--- config.mk ---
export PLATFORM = sky130hd
export DESIGN_NAME = tag_array_arbiter
export DESIGN_NICKNAME = d
export VERILOG_FILES = /design/src/rtl/tag_array_arbiter.sv
export SDC_FILE = /design/constraint.sdc
export NUM_CORES = 1
export LEC_CHECK = 0
export CAP_MARGIN = 10
export CORE_AREA = 4 4 114 116
export CTS_CLUSTER_DIAMETER = 100
export DETAILED_ROUTE_END_ITERATION = 10
export DIE_AREA = 0 0 118 120
export REMOVE_ABC_BUFFERS = 1
export SLEW_MARGIN = 30
export SYNTH_ARGS = -nofsm -noshare
export SYNTH_HDL_FRONTEND = slang
export SYNTH_SLANG_ARGS = --single-unit
--- constraint.sdc ---
create_clock -name clk -period 2.5 [get_ports clk]
set_clock_uncertainty 0.05 [all_clocks]
set_input_delay 0.25 -clock clk [delete_from_list [all_inputs] [get_ports clk]]
set_output_delay 0.25 -clock clk [all_outputs]
set_load 0.02 [all_outputs]
--- src/rtl/tag_array_arbiter.sv ---
// Arbiter for a single-port cache tag array: flush sequencer, refill writes, core lookups.
// Defining TAG_ARB_STARVE_EN adds a core anti-starvation override after STARVE_LIMIT losses.
module tag_array_arbiter #(
  parameter int unsigned SETS         = 64,
  parameter int unsigned WAYS         = 4,
  parameter int unsigned TAG_WIDTH    = 20,
  parameter int unsigned ADDR_WIDTH   = $clog2(SETS),
  parameter int unsigned STARVE_LIMIT = 4
) (
  input  logic                        clk,
  input  logic                        reset,
  input  logic                        core_req_valid,
  output logic                        core_req_ready,
  input  logic [ADDR_WIDTH-1:0]       core_req_idx,
  output logic                        core_resp_valid,
  output logic [WAYS*TAG_WIDTH-1:0]   core_resp_tag,
  input  logic                        refill_req_valid,
  output logic                        refill_req_ready,
  input  logic [ADDR_WIDTH-1:0]       refill_req_idx,
  input  logic [WAYS-1:0]             refill_req_way,
  input  logic [TAG_WIDTH-1:0]        refill_req_tag,
  input  logic                        flush_req,
  output logic                        flush_busy,
  output logic                        mem_wen,
  output logic [ADDR_WIDTH-1:0]       mem_waddr,
  output logic [WAYS-1:0]             mem_cs,
  output logic [WAYS*TAG_WIDTH-1:0]   mem_wdata,
  output logic                        mem_ren,
  output logic [ADDR_WIDTH-1:0]       mem_raddr,
  input  logic [WAYS*TAG_WIDTH-1:0]   mem_rdata
);

  localparam logic [ADDR_WIDTH-1:0] LAST_SET = ADDR_WIDTH'(SETS - 1);

  typedef enum logic {ST_FLUSH, ST_IDLE} state_t;

  state_t                state;
  logic [ADDR_WIDTH-1:0] flush_cnt;
  logic                  resp_q;
  logic                  flushing;
  logic                  flush_go;
  logic                  refill_gnt;
  logic                  core_gnt;
  logic                  core_force;

`ifdef TAG_ARB_STARVE_EN
  localparam int unsigned STARVE_W = $clog2(STARVE_LIMIT + 1);

  logic [STARVE_W-1:0] starve_cnt;

  assign core_force = (starve_cnt == STARVE_W'(STARVE_LIMIT));

  // Consecutive IDLE cycles in which a waiting core lost to refill.
  always_ff @(posedge clk) begin
    if (reset) begin
      starve_cnt <= '0;
    end else if (state == ST_IDLE) begin
      if (core_gnt || flush_go) begin
        starve_cnt <= '0;
      end else if (core_req_valid && refill_gnt && !core_force) begin
        starve_cnt <= starve_cnt + STARVE_W'(1);
      end
    end
  end
`else
  logic unused_starve_limit;

  assign core_force          = 1'b0;
  assign unused_starve_limit = ^STARVE_LIMIT;
`endif

  assign flushing = !reset && (state == ST_FLUSH);

  // IDLE arbitration: flush request, then refill, then core.
  always_comb begin
    flush_go   = 1'b0;
    refill_gnt = 1'b0;
    core_gnt   = 1'b0;
    if (!reset && state == ST_IDLE) begin
      if (flush_req) begin
        flush_go = 1'b1;
      end else if (refill_req_valid && !(core_force && core_req_valid)) begin
        refill_gnt = 1'b1;
      end else if (core_req_valid) begin
        core_gnt = 1'b1;
      end
    end
  end

  always_comb begin
    flush_busy       = flushing;
    refill_req_ready = refill_gnt;
    core_req_ready   = core_gnt;
    mem_wen          = 1'b0;
    mem_waddr        = '0;
    mem_cs           = '0;
    mem_wdata        = '0;
    mem_ren          = 1'b0;
    mem_raddr        = '0;
    if (flushing) begin
      mem_wen   = 1'b1;
      mem_waddr = flush_cnt;
      mem_cs    = '1;
    end else if (refill_gnt) begin
      mem_wen   = 1'b1;
      mem_waddr = refill_req_idx;
      mem_cs    = refill_req_way;
      mem_wdata = {WAYS{refill_req_tag}};
    end
    if (core_gnt) begin
      mem_ren   = 1'b1;
      mem_raddr = core_req_idx;
    end
  end

  // Response valid is dropped immediately when reset is raised.
  assign core_resp_valid = resp_q && !reset;
  assign core_resp_tag   = core_resp_valid ? mem_rdata : '0;

  always_ff @(posedge clk) begin
    if (reset) begin
      state     <= ST_FLUSH;
      flush_cnt <= '0;
      resp_q    <= 1'b0;
    end else begin
      resp_q <= core_gnt;
      case (state)
        ST_FLUSH: begin
          flush_cnt <= flush_cnt + ADDR_WIDTH'(1);
          if (flush_cnt == LAST_SET) begin
            state <= ST_IDLE;
          end
        end
        ST_IDLE: begin
          if (flush_go) begin
            state     <= ST_FLUSH;
            flush_cnt <= '0;
          end
        end
      endcase
    end
  end

endmodule

# Word level (Yosys, flattened, before mapping)
# Index checks and enable logic that the tools add are counted.
word_totals:
  register_bits: 8
  out_inout_bits: 182
op_classes:
  addsub: 1
  n_mux: 25
  bitwise: 1
  n_eq_ne: 2
  reduce_logical: 4
ops:
  columns: ["op", "n"]
  rows:
  - ["80-bit 2-to-1 mux", 3]
  - ["6-bit 2-to-1 mux", 4]
  - ["1-bit 2-to-1 mux", 14]
  - ["6-bit case mux with 2 select lines", 1]
  - ["4-bit 2-to-1 mux", 2]
  - ["6-bit by 1-bit adder with 6-bit output (second input constant)", 1]
  - ["6-bit == test (second input constant)", 1]
  - ["1-bit logical AND", 3]
  - ["2-bit by 1-bit != test with 1-bit output (second input constant)", 1]
  - ["1-bit case mux with 2 select lines", 1]
  - ["1-bit logical NOT", 1]
  - ["1-bit NOT", 1]

# Logic depth before layout (Yosys ltp)
depth:
  word_depth: 5
  mapped_depth: 5

# Worst setup path before layout
# OpenSTA, ideal clock, no wires.
synth_timing:
  path_type: "reg2out"
  start: "reg state"
  end: "out mem_wdata[30]"
  required_time_ns: 2.200
  stages_incl_launch_ff: 6
  arrival_time_ns: 1.463
  setup_slack_ns: 0.737
  path_cell_list: "dfxtp_1 nand2b_4 nor3b_4 buf_2 and2_1 buf_4"
synth_via:
  elab_chain_cells: 4
  elab_cells_between_ends: 6
  cone_classes: "mux (3); bitwise (1); reduce/logical (2)"
synth_rtl:
  columns: ["item", "line", "source"]
  rows:
  - ["start, declared", "37", "state_t state;"]
  - ["start signal, assigned", "122", "state <= ST_FLUSH;"]
  - ["start signal, assigned", "131", "state <= ST_IDLE;"]
  - ["start signal, assigned", "136", "state <= ST_FLUSH;"]
  - ["1-bit logical AND", "79", "if (!reset && state == ST_IDLE) begin"]
  - ["1-bit 2-to-1 mux", "79", null]
  - ["via refill_req_ready", "18", "output logic refill_req_ready,"]
  - ["80-bit 2-to-1 mux", "104", "end else if (refill_gnt) begin"]
  - ["80-bit 2-to-1 mux", "100", "if (flushing) begin"]
  - ["end, declared", "27", "output logic [WAYS*TAG_WIDTH-1:0] mem_wdata,"]
# The timed path passes the listed nets, and every way through them passes these cells.

# Worst setup path after layout
layout_timing:
  start: "in flush_req"
  end: "out mem_wdata[46]"
layout_via:
  elab_chain_cells: 4
layout_rtl:
  columns: ["item", "line", "source"]
  rows:
  - ["start, declared", "22", "input logic flush_req,"]
  - ["1-bit 2-to-1 mux", "80", "if (flush_req) begin"]
  - ["1-bit 2-to-1 mux", "79", null]
  - ["80-bit 2-to-1 mux", "104", null]
  - ["80-bit 2-to-1 mux", "100", null]
# Every way passes these cells.

==> summary.md <==
| Metric | Value |
|---|---|
| Switch share | 18.2% |
| Max Root-Sink Buffers | 2 |
| Initial drt markers | 43 |
| Logic pwr share | 36.8% |
| P_int | 0.000527 W |
| TritonCTS Buffers | 3 |
| Routability cong. | 0.795 |
| Netlist Area Pre-Place | 1700 um^2 |
| Wire length per cell | 15.7 um |
| Dpl cells | 621 |
| Core area | 11,900 um^2 |
| Hpwl dp | 8360 um |
| Number of diodes | 0 |
| Final #Nets | 601 |
| Buffers on Ports | 302 |
| Crit end category | output pin |
| I/O pin count | 303 |
| Crit path max fanout | 21 |
| Setup TNS | 0 ns |
| Max-cap viol count | 0 |
| Yosys warns | 0 |
| P_leak | 3.78 nW |
| Most common cell after layout, fill and taps aside | clkdlybuf4s50_1 |
| Max Fclk | 0.408 GHz |
| FF+latch count, synth | 8 |
| Reg-to-reg setup timing slack | 1.12 ns |
| Final Hold Fails | 0 |
| Hold Crit Class | flop to flop |
| Mapped Cells | 237 |
| Worst-Margin Slew | 0.280 ns |
| Critical path's most frequent cell | clkdlybuf4s50_1 |
| Die footprint | 14,200 um^2 |
| Slew Viols, Final | 0 |
| Clock Root Buffer | clkbuf_16 |
| Worst setup SP type | primary input |
| Vias per cell | 3.75 |
| P per Cell Area | 133 nW/um^2 |
| Reg clk slew, reported paths | 0.04 ns |
| Setup CP Type | primary input to output pin |
| Global-route wire length before repair | 14,100 um |
| # rows | 40 |
| Initial Util | 14.2% |
| Post-route core utilization | 40.6% |
| Pre-Repair DR Iteration Count | 4 |
| Launch point of the worst reg-to-reg path | flush_cnt[0] |
| Peak VDD IR | 0.000186 V |
| R2R depth | 4 |
| Largest net degree at the start of global routing | 64 |
| Switching power | 0.000117 W |
| Worst-path cell chain | clkdlybuf4s50_1, nand2b_4, nor3b_4, buf_12, and2_1, clkdlybuf4s50_1 |
| H-Tree Depth | 1 |
| Tot GR Track Use | 12.0% |
| Seq pwr share | 21.8% |
| Die H | 120 um |
| Hold Path Stages | 1 |
| Fin cells | 624 |
| Worst-skew pair later-pin latency | 0.23 ns |
| CTS tree | built |
| Fillers | 1,204 |
| Netlist cell types | 31 |
| Worst path buffer plus inverter count | 3 |
| Setup bufs post-CTS | 0 |
| Vias in the first global route | 2,346 |
| Synth Area per Inst | 7.16 um^2 |
| Max incr delay on CP | 0.63 ns |
| Area growth syn-to-layout | 185% |
| DRC errors left | 0 |
| Routed Antenna Nets | 0 |
| Final period util | 98.1% |
| Setup violators final | 0 |
| RR Endpoint | flush_cnt[4] |
| Hold Crit Start | flush_cnt[4] |
| CP delay by family, top | buffers and inverters |
| Overflow after GRT | 0 |
| Status | complete, no violations |
| Power consumption | 0.000644 W |
| Arr. time, crit path | 2.15 ns |
| Share of layout cells above drive strength 1 | 4.40% |
| Hold Path Sink | flush_cnt[4] |
| Slew headroom | 81.3% |
| Drt total wl | 9790 um |
| Initial antenna violation count | 0 |
| Fin crit period | 2.45 ns |
| Clock power frac | 41.4% |
| CP required | 2.20 ns |
| DIE WIDTH | 118 um |
| Sink Count | 8 |
| Commonest cells after routing, fill and taps aside | clkdlybuf4s50_1, dlymetal6s2s_1, and2_1 |
| Post-synthesis sequential area ratio | 9.44% |
| Via count | 2,342 |
| Slowest CP cell | clkdlybuf4s50_1 |
[how the worst max path moves through the flow]
stage / startpoint / to / cells after the start
3_3_place_gp: flush_req / mem_wdata[76] / 6
6_report: flush_req / mem_wdata[46] / 6
4_1_cts: flush_req / mem_wdata[43] / 6
5_1_grt: reset / core_resp_tag[1] / 6
3_5_place_dp: flush_req / mem_wdata[76] / 6
2_1_floorplan: resp_q / core_resp_tag[0] / 2
[synthesized netlist by cell type, drive strengths merged]
| cell | number | area [um^2] |
|---|---|---|
| nand4 | 2 | 12.5 |
| ha | 1 | 12.5 |
| nand2b | 2 | 20.0 |
| nand3 | 1 | 5.00 |
| clkbuf | 8 | 30.0 |
| buf | 69 | 503 |
| a31o | 1 | 8.76 |
| nor2 | 6 | 22.5 |
| a22o | 6 | 52.6 |
| a311oi | 1 | 8.76 |
| and2 | 106 | 663 |
| a21oi | 4 | 20.0 |
| nand2 | 1 | 3.75 |
| nor2b | 2 | 12.5 |
| dfxtp | 8 | 160 |
| o211a | 1 | 10.0 |
| and3 | 1 | 6.26 |
| a21o | 4 | 30.0 |
| or2 | 1 | 6.26 |
| nor3b | 1 | 18.8 |
| o21ai | 1 | 5.00 |
| nor4b | 2 | 32.5 |
| nand3b | 1 | 7.51 |
| a311o | 1 | 10.0 |
| a31oi | 3 | 18.8 |
| inv | 1 | 3.75 |
| and2b | 1 | 7.51 |
| nor3 | 1 | 5.00 |
[logic make-up (layout without fill, tap and decap cells)]
| family | count (synthesis) | in the layout | share of synthesized area [%] |
|---|---|---|---|
| AOI/OAI and AO/OA | 22 | 22 | 9.66 |
| adders and majority gates | 1 | 1 | 0.737 |
| buffers and inverters | 78 | 318 | 31.6 |
| DFF | 8 | 8 | 9.44 |
| and+or+nand+nor | 128 | 128 | 48.5 |
[state kept, by name, indices dropped and copies added (netlist names)]
| signal | flops |
|---|---|
| resp_q | 1 |
| flush_cnt | 6 |
| state | 1 |
[metrics by stage]
stage	hold slack (ns)	area, um^2	worst slack [ns]
6_report	0.485	4840	0.0463
5_1_grt	0.513	4840	-0.00136
4_1_cts	0.487	4570	0.00124
3_5_place_dp	0.482	4510	-0.0573
3_3_place_gp	0.475	4510	-0.0483
2_1_floorplan	0.269	1160	-0.443
[cell type report]
type	instances	area [um^2]	share of cell area [%]
well taps	147	184	3.80
flip-flops and latches	8	160	3.31
repair buffers	314	3410	70.4
multi-input cells	151	1010	20.8
clock buffers	3	75.1	1.55
inverters	1	3.75	0.0776
[what timing repair did]
action	CTS	global route
gates resized for setup	11	108
pin swaps	0	0
hold endpoints to repair	0	0
cloned	0	0
setup endpoints to repair	13	110
hold buffers	0	0
[power by group through the flow]
| stage | logic [W] | registers [W] | clock network, W |
|---|---|---|---|
| floorplan | 0.0000301 | 0.000140 | 0 |
| global placement | 0.000237 | 0.000142 | 0 |
| detailed placement | 0.000240 | 0.000142 | 0 |
| CTS | 0.000240 | 0.000140 | 0.000270 |
| global route | 0.000252 | 0.000142 | 0.000283 |
| finish | 0.000237 | 0.000140 | 0.000267 |
[metal layers]
| layer | wire length (um) | up-vias | GRT usage (%) |
|---|---|---|---|
| met3 | 566 | 3 | 3.02 |
| met5 | 0 | - | 0 |
| met4 | 21 | 0 | 1.10 |
| met1 | 3860 | 1053 | 13.7 |
| met2 | 5340 | 115 | 23.4 |
| li1 | - | 1171 | - |
No activity file was read; power rests on OpenSTA's default activity.
